File: src/rtl/unidade_controle_if.sv
// ---------------------------------------------------------------------------
// unidade_controle_if
//
// Groups the signals between the control unit of the memory-sequence game
// and its datapath.
//
//   Datapath -> control (status flags):
//     iniciar       start request, level-sampled
//     jogada_feita  one-cycle pulse from the datapath edge detector
//     igual         ROM data equals registered play
//     fimRodada     play address equals current round index
//     fimTotal      round index equals mode limit
//     fimT          play timeout counter reached its end
//
//   Control -> datapath (strobes and result flags):
//     zeraCL/contaCL    clear / increment round counter
//     zeraC/contaC      clear / increment play address counter
//                       (zeraC also clears the timer and the edge detector)
//     zeraR/registraR   clear / load play register
//     conta             timeout counter enable
//     pronto            game finished
//     acertou/errou/timeout  result flags, mutually exclusive
//
// Modports: master = control unit, slave = datapath side.
// ---------------------------------------------------------------------------
interface unidade_controle_if;
    logic iniciar;
    logic jogada_feita;
    logic igual;
    logic fimRodada;
    logic fimTotal;
    logic fimT;

    logic zeraCL;
    logic contaCL;
    logic zeraC;
    logic contaC;
    logic zeraR;
    logic registraR;
    logic conta;
    logic pronto;
    logic acertou;
    logic errou;
    logic timeout;

    modport master (
        input  iniciar, jogada_feita, igual, fimRodada, fimTotal, fimT,
        output zeraCL, contaCL, zeraC, contaC, zeraR, registraR,
               conta, pronto, acertou, errou, timeout
    );

    modport slave (
        output iniciar, jogada_feita, igual, fimRodada, fimTotal, fimT,
        input  zeraCL, contaCL, zeraC, contaC, zeraR, registraR,
               conta, pronto, acertou, errou, timeout
    );
endinterface

File: src/rtl/unidade_controle.sv
// ---------------------------------------------------------------------------
// unidade_controle
//
// Moore control unit for the memory-sequence game. Sequences rounds and
// plays, driving every counter/register/timer strobe of the datapath, and
// ends each game in final_acertou (win), final_errou (wrong play) or
// final_timeout (play timed out).
//
// Ports:
//   clock      system clock, all state on the rising edge
//   reset      asynchronous, active-high; forces state inicial
//   bus        unidade_controle_if.master: status flags in, strobes out
//   db_estado  current state code (debug)
//
// Handshake: the datapath raises jogada_feita for exactly one cycle per
// play; every strobe here is a single-cycle pulse per state visit except
// conta (held through espera_jogada) and the result flags (held while in a
// final state). All outputs decode from the state register only.
//
// Optional feature macro: TIMEOUT_EN. When defined, espera_jogada enables
// the timeout counter (conta) and fimT leads to final_timeout. When
// undefined, conta and timeout are tied low, fimT is ignored and code 0xD
// is treated as any other undefined code.
// ---------------------------------------------------------------------------
module unidade_controle (
    input  logic                  clock,
    input  logic                  reset,
    unidade_controle_if.master    bus,
    output logic [3:0]            db_estado
);

    typedef enum logic [3:0] {
        st_inicial        = 4'h0,
        st_preparacao     = 4'h1,
        st_inicia_rodada  = 4'h2,
        st_espera_jogada  = 4'h3,
        st_registra       = 4'h4,
        st_comparacao     = 4'h5,
        st_proxima_jogada = 4'h6,
        st_proxima_rodada = 4'h7,
        st_final_acertou  = 4'hA,
        st_final_timeout  = 4'hD,
        st_final_errou    = 4'hE
    } state_t;

    state_t state_q;
    state_t state_d;

`ifndef TIMEOUT_EN
    // fimT has no effect in this build; keep it visibly consumed.
    logic unused_fimT;
    assign unused_fimT = bus.fimT;
`endif

    // Next-state logic
    always_comb begin
        state_d = state_q;
        case (state_q)
            st_inicial: begin
                if (bus.iniciar) state_d = st_preparacao;
            end
            st_preparacao:    state_d = st_inicia_rodada;
            st_inicia_rodada: state_d = st_espera_jogada;
            st_espera_jogada: begin
                // A play arriving together with the timeout still counts.
                if (bus.jogada_feita) begin
                    state_d = st_registra;
                end
`ifdef TIMEOUT_EN
                else if (bus.fimT) begin
                    state_d = st_final_timeout;
                end
`endif
            end
            st_registra:   state_d = st_comparacao;
            st_comparacao: begin
                if (!bus.igual)          state_d = st_final_errou;
                else if (!bus.fimRodada) state_d = st_proxima_jogada;
                else if (!bus.fimTotal)  state_d = st_proxima_rodada;
                else                     state_d = st_final_acertou;
            end
            st_proxima_jogada: state_d = st_espera_jogada;
            st_proxima_rodada: state_d = st_inicia_rodada;
`ifdef TIMEOUT_EN
            st_final_acertou, st_final_errou, st_final_timeout: begin
`else
            st_final_acertou, st_final_errou: begin
`endif
                if (bus.iniciar) state_d = st_preparacao;
            end
            default: state_d = st_inicial;
        endcase
    end

    // Moore output decode
    always_comb begin
        bus.zeraCL    = 1'b0;
        bus.contaCL   = 1'b0;
        bus.zeraC     = 1'b0;
        bus.contaC    = 1'b0;
        bus.zeraR     = 1'b0;
        bus.registraR = 1'b0;
        bus.conta     = 1'b0;
        bus.pronto    = 1'b0;
        bus.acertou   = 1'b0;
        bus.errou     = 1'b0;
        bus.timeout   = 1'b0;
        case (state_q)
            st_preparacao: begin
                bus.zeraCL = 1'b1;
                bus.zeraC  = 1'b1;
                bus.zeraR  = 1'b1;
            end
            st_inicia_rodada: begin
                bus.zeraC = 1'b1;
                bus.zeraR = 1'b1;
            end
`ifdef TIMEOUT_EN
            st_espera_jogada:  bus.conta     = 1'b1;
`endif
            st_registra:       bus.registraR = 1'b1;
            st_proxima_jogada: bus.contaC    = 1'b1;
            st_proxima_rodada: bus.contaCL   = 1'b1;
            st_final_acertou: begin
                bus.pronto  = 1'b1;
                bus.acertou = 1'b1;
            end
            st_final_errou: begin
                bus.pronto = 1'b1;
                bus.errou  = 1'b1;
            end
`ifdef TIMEOUT_EN
            st_final_timeout: begin
                bus.pronto  = 1'b1;
                bus.timeout = 1'b1;
            end
`endif
            default: ;
        endcase
    end

    always_ff @(posedge clock or posedge reset) begin
        if (reset) state_q <= st_inicial;
        else       state_q <= state_d;
    end

    assign db_estado = state_q;

endmodule
File: src/flat_wrapper.sv
// flat-port wrapper written by rule: the top's interface ports become plain ports
module unidade_controle_flat 
  (clock, reset, db_estado, bus_iniciar, bus_jogada_feita, bus_igual, bus_fimRodada, bus_fimTotal, bus_fimT, bus_zeraCL, bus_contaCL, bus_zeraC, bus_contaC, bus_zeraR, bus_registraR, bus_conta, bus_pronto, bus_acertou, bus_errou, bus_timeout);
  unidade_controle_if bus_i ();
  input  logic clock;
  input  logic reset;
  output logic [3:0] db_estado;
  input wire logic [$bits(bus_i.iniciar)-1:0] bus_iniciar;
  input wire logic [$bits(bus_i.jogada_feita)-1:0] bus_jogada_feita;
  input wire logic [$bits(bus_i.igual)-1:0] bus_igual;
  input wire logic [$bits(bus_i.fimRodada)-1:0] bus_fimRodada;
  input wire logic [$bits(bus_i.fimTotal)-1:0] bus_fimTotal;
  input wire logic [$bits(bus_i.fimT)-1:0] bus_fimT;
  output wire logic [$bits(bus_i.zeraCL)-1:0] bus_zeraCL;
  output wire logic [$bits(bus_i.contaCL)-1:0] bus_contaCL;
  output wire logic [$bits(bus_i.zeraC)-1:0] bus_zeraC;
  output wire logic [$bits(bus_i.contaC)-1:0] bus_contaC;
  output wire logic [$bits(bus_i.zeraR)-1:0] bus_zeraR;
  output wire logic [$bits(bus_i.registraR)-1:0] bus_registraR;
  output wire logic [$bits(bus_i.conta)-1:0] bus_conta;
  output wire logic [$bits(bus_i.pronto)-1:0] bus_pronto;
  output wire logic [$bits(bus_i.acertou)-1:0] bus_acertou;
  output wire logic [$bits(bus_i.errou)-1:0] bus_errou;
  output wire logic [$bits(bus_i.timeout)-1:0] bus_timeout;
  assign bus_i.iniciar = bus_iniciar;
  assign bus_i.jogada_feita = bus_jogada_feita;
  assign bus_i.igual = bus_igual;
  assign bus_i.fimRodada = bus_fimRodada;
  assign bus_i.fimTotal = bus_fimTotal;
  assign bus_i.fimT = bus_fimT;
  assign bus_zeraCL = bus_i.zeraCL;
  assign bus_contaCL = bus_i.contaCL;
  assign bus_zeraC = bus_i.zeraC;
  assign bus_contaC = bus_i.contaC;
  assign bus_zeraR = bus_i.zeraR;
  assign bus_registraR = bus_i.registraR;
  assign bus_conta = bus_i.conta;
  assign bus_pronto = bus_i.pronto;
  assign bus_acertou = bus_i.acertou;
  assign bus_errou = bus_i.errou;
  assign bus_timeout = bus_i.timeout;
  unidade_controle u_core (.clock(clock), .reset(reset), .bus(bus_i), .db_estado(db_estado));
endmodule
File: config.mk
export PLATFORM = sky130hd
export DESIGN_NAME = unidade_controle_flat
export DESIGN_NICKNAME = d
export VERILOG_FILES = /design/src/rtl/unidade_controle_if.sv /design/src/rtl/unidade_controle.sv /design/src/flat_wrapper.sv
export SDC_FILE = /design/constraint.sdc
export NUM_CORES = 1
export LEC_CHECK = 0
export CAP_MARGIN = 0
export CORE_AREA = 4 4 41 43
export CTS_BUF_LIST = sky130_fd_sc_hd__clkbuf_2
export CTS_CLUSTER_DIAMETER = 40
export CTS_CLUSTER_SIZE = 20
export DETAILED_ROUTE_END_ITERATION = 7
export DIE_AREA = 0 0 45 47
export PLACE_DENSITY = 0.65
export SYNTH_ARGS = -nofsm -noshare
export SYNTH_HDL_FRONTEND = slang
export SYNTH_SLANG_ARGS = --single-unit
File: constraint.sdc
create_clock -name clock -period 1.52 [get_ports clock]
set_input_delay 0.304 -clock clock [delete_from_list [all_inputs] [get_ports clock]]
set_output_delay 0.304 -clock clock [all_outputs]
set_load 0.05 [all_outputs]
## Word-level counts from Yosys, hierarchy flattened

Cells that the tools add are included.

- Input port bits: 8
- Logic and storage cells: 33
- Register bits: 4

- Equal/unequal tests: 11
- Reductions and logical operators: 7
- Muxes and demuxes: 14

Operator list:

| cell | number |
|---|---|
| $pmux 4 s6 | 1 |
| $mux 4 | 5 |
| $eq 4x3->1 const B | 4 |
| $eq 4x2->1 const B | 2 |
| $eq 4x4->1 const B | 2 |
| $mux 1 | 8 |
| $reduce_or 2->1 | 4 |
| $eq 4x1->1 const B | 1 |
| $logic_not 4->1 | 1 |
| $reduce_or 3->1 | 1 |
| $ne 2x1->1 const B | 1 |
| $ne 2x2->1 const B | 1 |
| $reduce_and 2->1 | 1 |

## Longest topological paths before layout

- Depth in word-level cells: 4
- Mapped depth: 4
- Mapped depth without buffers: 3

## Worst setup path before layout

No wires, ideal clock.

- Path kind: flip-flop to output port
- Start: register u_core.state_q[0] (netlist: u_core.db_estado[0])
- End: output bus_zeraCL
- Cell stages (with the launch flop): 3
- Slack: -1406 ps
- Path buffers: 1
- Arrival: 2622 ps
- Path through: dfrtp_1 > buf_2 > nor4b_1

- Word-level cells in the longest chain between the ends: 2

RTL lines:

| item | RTL line | source |
|---|---|---|
| start, declared | unidade_controle.sv:46 | `state_t state_q;` |
| start signal, assigned | unidade_controle.sv:143 | `if (reset) state_q <= st_inicial;` |
| start signal, assigned | unidade_controle.sv:144 | `else state_q <= state_d;` |
| $eq 4x1->1 | unidade_controle.sv:108 | `case (state_q)` |
| $mux 1 | unidade_controle.sv:108 |  |
| end, declared | flat_wrapper.sv:14 | `output wire logic [$bits(bus_i.zeraCL)-1:0] bus_zeraCL;` |

Every way passes these cells.

## Final worst setup path

- Start: register u_core.state_q[0] (netlist: u_core.db_estado[0])
- End: output bus_contaC

- Word-level cells in the longest chain between the ends: 2

RTL lines:

| item | RTL line | source |
|---|---|---|
| $eq 4x3->1 | unidade_controle.sv:108 |  |
| $mux 1 | unidade_controle.sv:108 |  |
| end, declared | flat_wrapper.sv:17 | `output wire logic [$bits(bus_i.contaC)-1:0] bus_contaC;` |

Every way passes these cells.

==> out/qor.txt <==
outcome: finished with violations
failing checks: setup timing
Synth Area in XOR/XNOR: 0.0220
sequential-to-total area share from yosys stat: 0.252
vias in the first global route: 476
routed vias/inst: 5.13
Die Span Y: 47 um
Worst VDD drop: 0.000910 V
GP Congestion: 0.845
core area: 1300 um2
# fillers: 103
area delta synth->final: 137%
initial detailed-routing violation count: 1
chip width: 45 um
commonest non-fill, non-tap cells in the layout: buf_12, buf_4, clkdlybuf4s50_1, clkbuf_2
post-synthesis mux area share: 0
ant diodes: 0
max-cap violations: 0
post-synthesis simple-gate area fraction: 0.403
area share of the largest cell type after synthesis: 0.252
most common cell after layout, fill and taps aside: buf_12
Hold Path Class: primary input to asynchronous set/reset pin
DR WL/cell: 13.6 um
Starting Density: 0.306
Post-Syn Area: 398 um2
fin crit period: 1.62 ns
Worst setup SP type: flop
post-synthesis compound-gate area fraction: 0.182
Max Slew Vio Count: 0
Hold-fix buffers, CTS: 0
nets: 83
dominant cells by area after synthesis: dfrtp_1, buf_4, nor4bb_1
RSZ-0062 raised after global routing: true
first-pass GRT wire length: 2040 um
Setup-failing EPs final: 8
CP max FO: 6
vias post-DR: 451
pin count of the biggest net entering global routing: 12
Largest delay share family, worst path: flip-flops
port bufs: 19
Leak: 0.380 nW
syn_area_per_cell: 8.84 um2
total grt overflow: 0
Post-Synth Adder-Cell Area: 0
Crit Path Class: flop to primary output
clk buf depth: 2
total track usage: 0.139
Data arrival, critical path: 1.31 ns
DR pass1 iterations: 4
CP Buf/Inv Count: 1
Yosys top cell by area: dfrtp_1
CP Capture Type: primary output
Yosys cell types: 30
Async S/R FF share, synth: 1.00
cts bufs inserted: 3
DRT Wirelength: 1200 um
final hold vios: 0
worst path cell trace: nand2b_4, nor3b_4, buf_12
htree depth: 1
Post-synth EDFFs: 0
Final Power: 2.07 mW
Layout Skew: 0.00659 ns
Cell Pwr Density: 2190 nW/um2
CTS tree: yes
drt drc: 0
Worst EP required: 1.22 ns
synthesized flop and latch total: 4
IO Pins: 23
Syn. warnings: 0
layout cells sized above 1: 0.603
clock slew at reported path FFs: 0.05 ns
main combinational cell family by area after synthesis: simple AND/OR/NAND/NOR gates
WHS: 0.277 ns
initial antenna violation count: 0
DP HPWL: 911 um
slowest stage delay, CP: 0.53 ns
max reg flops: 4
worst skew pair latency: 0.21 ns
clock root buffer master: clkbuf_2
fmax: 618 MHz
DIE AREA: 2120 um2
Most used DFF post-synth: dfrtp_1
post-route ant nets: 0
CTS Sinks: 4
final setup margin: -0.0971 ns
Syn Inst Count: 45
critical path's slowest cell: dfrtp_4
Final period util: 1.06
FP Rows: 13
## power by group
| group | internal [mW] | total (mW) | leakage [nW] | switching (mW) |
|---|---|---|---|---|
| combinational | 0.850 | 1.66 | 0.323 | 0.813 |
| clock | 0.0531 | 0.0955 | 0.0125 | 0.0425 |
| sequential | 0.163 | 0.308 | 0.0440 | 0.145 |
## cell families (layout without fill, tap and decap cells)
logic type / count (synthesis) / count (layout)
other: 1 / 2
and+or+nand+nor: 22 / 22
AOI/OAI and AO/OA: 9 / 9
buffers and inverters: 8 / 35
xor gates and xnor gates: 1 / 1
DFF: 4 / 4
## timing repair
item,CTS,global route
setup buffers,4,2
gates resized for setup,3,1
cloned,0,0
pin swaps,4,2
endpoints found under the setup margin,10,12
## area by class of cell
| type | instances | area (um2) | share of cell area |
|---|---|---|---|
| Clock buffer | 3 | 15.0 | 0.0159 |
| Tap cell | 15 | 18.8 | 0.0199 |
| Multi-Input combinational cell | 34 | 365 | 0.387 |
| Timing Repair Buffer | 31 | 430 | 0.456 |
| Sequential cell | 4 | 110 | 0.117 |
| Inverter | 1 | 3.75 | 0.00398 |
## cells in the mapped netlist (2+ instances only)
library cell,n
dfrtp_1,4
buf_2,3
buf_4,3
nand2_1,3
nor2_1,3
nand2b_1,2
nor3_1,2
nor4bb_1,2
o32ai_1,2
## metrics by stage
step                      TNS [ns]   util  std cells  instance area [um2]  worst slack, ns
final                       -0.477  0.725         88                  943          -0.0971
after global routing        -0.938  0.725         88                  943           -0.144
after CTS                   -0.659  0.711         86                  925           -0.116
after detailed placement         0  0.667         79                  868           0.0443
after global placement           0  0.667         79                  868           0.0516
after floorplan              -1.50      -         46                  559           -0.418
## worst paths after layout
path / startpoint / endpoint / slack (ns) / cells after the start
max: u_core.db_estado[0] / bus_contaC / -0.1 / 3
min: reset / u_core.db_estado[0] / 0.28 / 2
max reg2reg: u_core.db_estado[3] / u_core.db_estado[0] / 0.05 / 4
min reg2reg: u_core.db_estado[3] / u_core.db_estado[1] / 0.82 / 2
max in group asynchronous: reset / u_core.db_estado[3] / 1.07 / 2
min in group clock: u_core.db_estado[3] / u_core.db_estado[1] / 0.82 / 2
## routing by layer
layer,vias up,GRT usage,part of all wire
met2,15,0.237,0.53
li1,224,-,-
met4,0,0.123,0.023
met3,2,0.0268,0.063
met5,-,0,0
met1,210,0.145,0.38
Power figures use the tool's default switching activity.
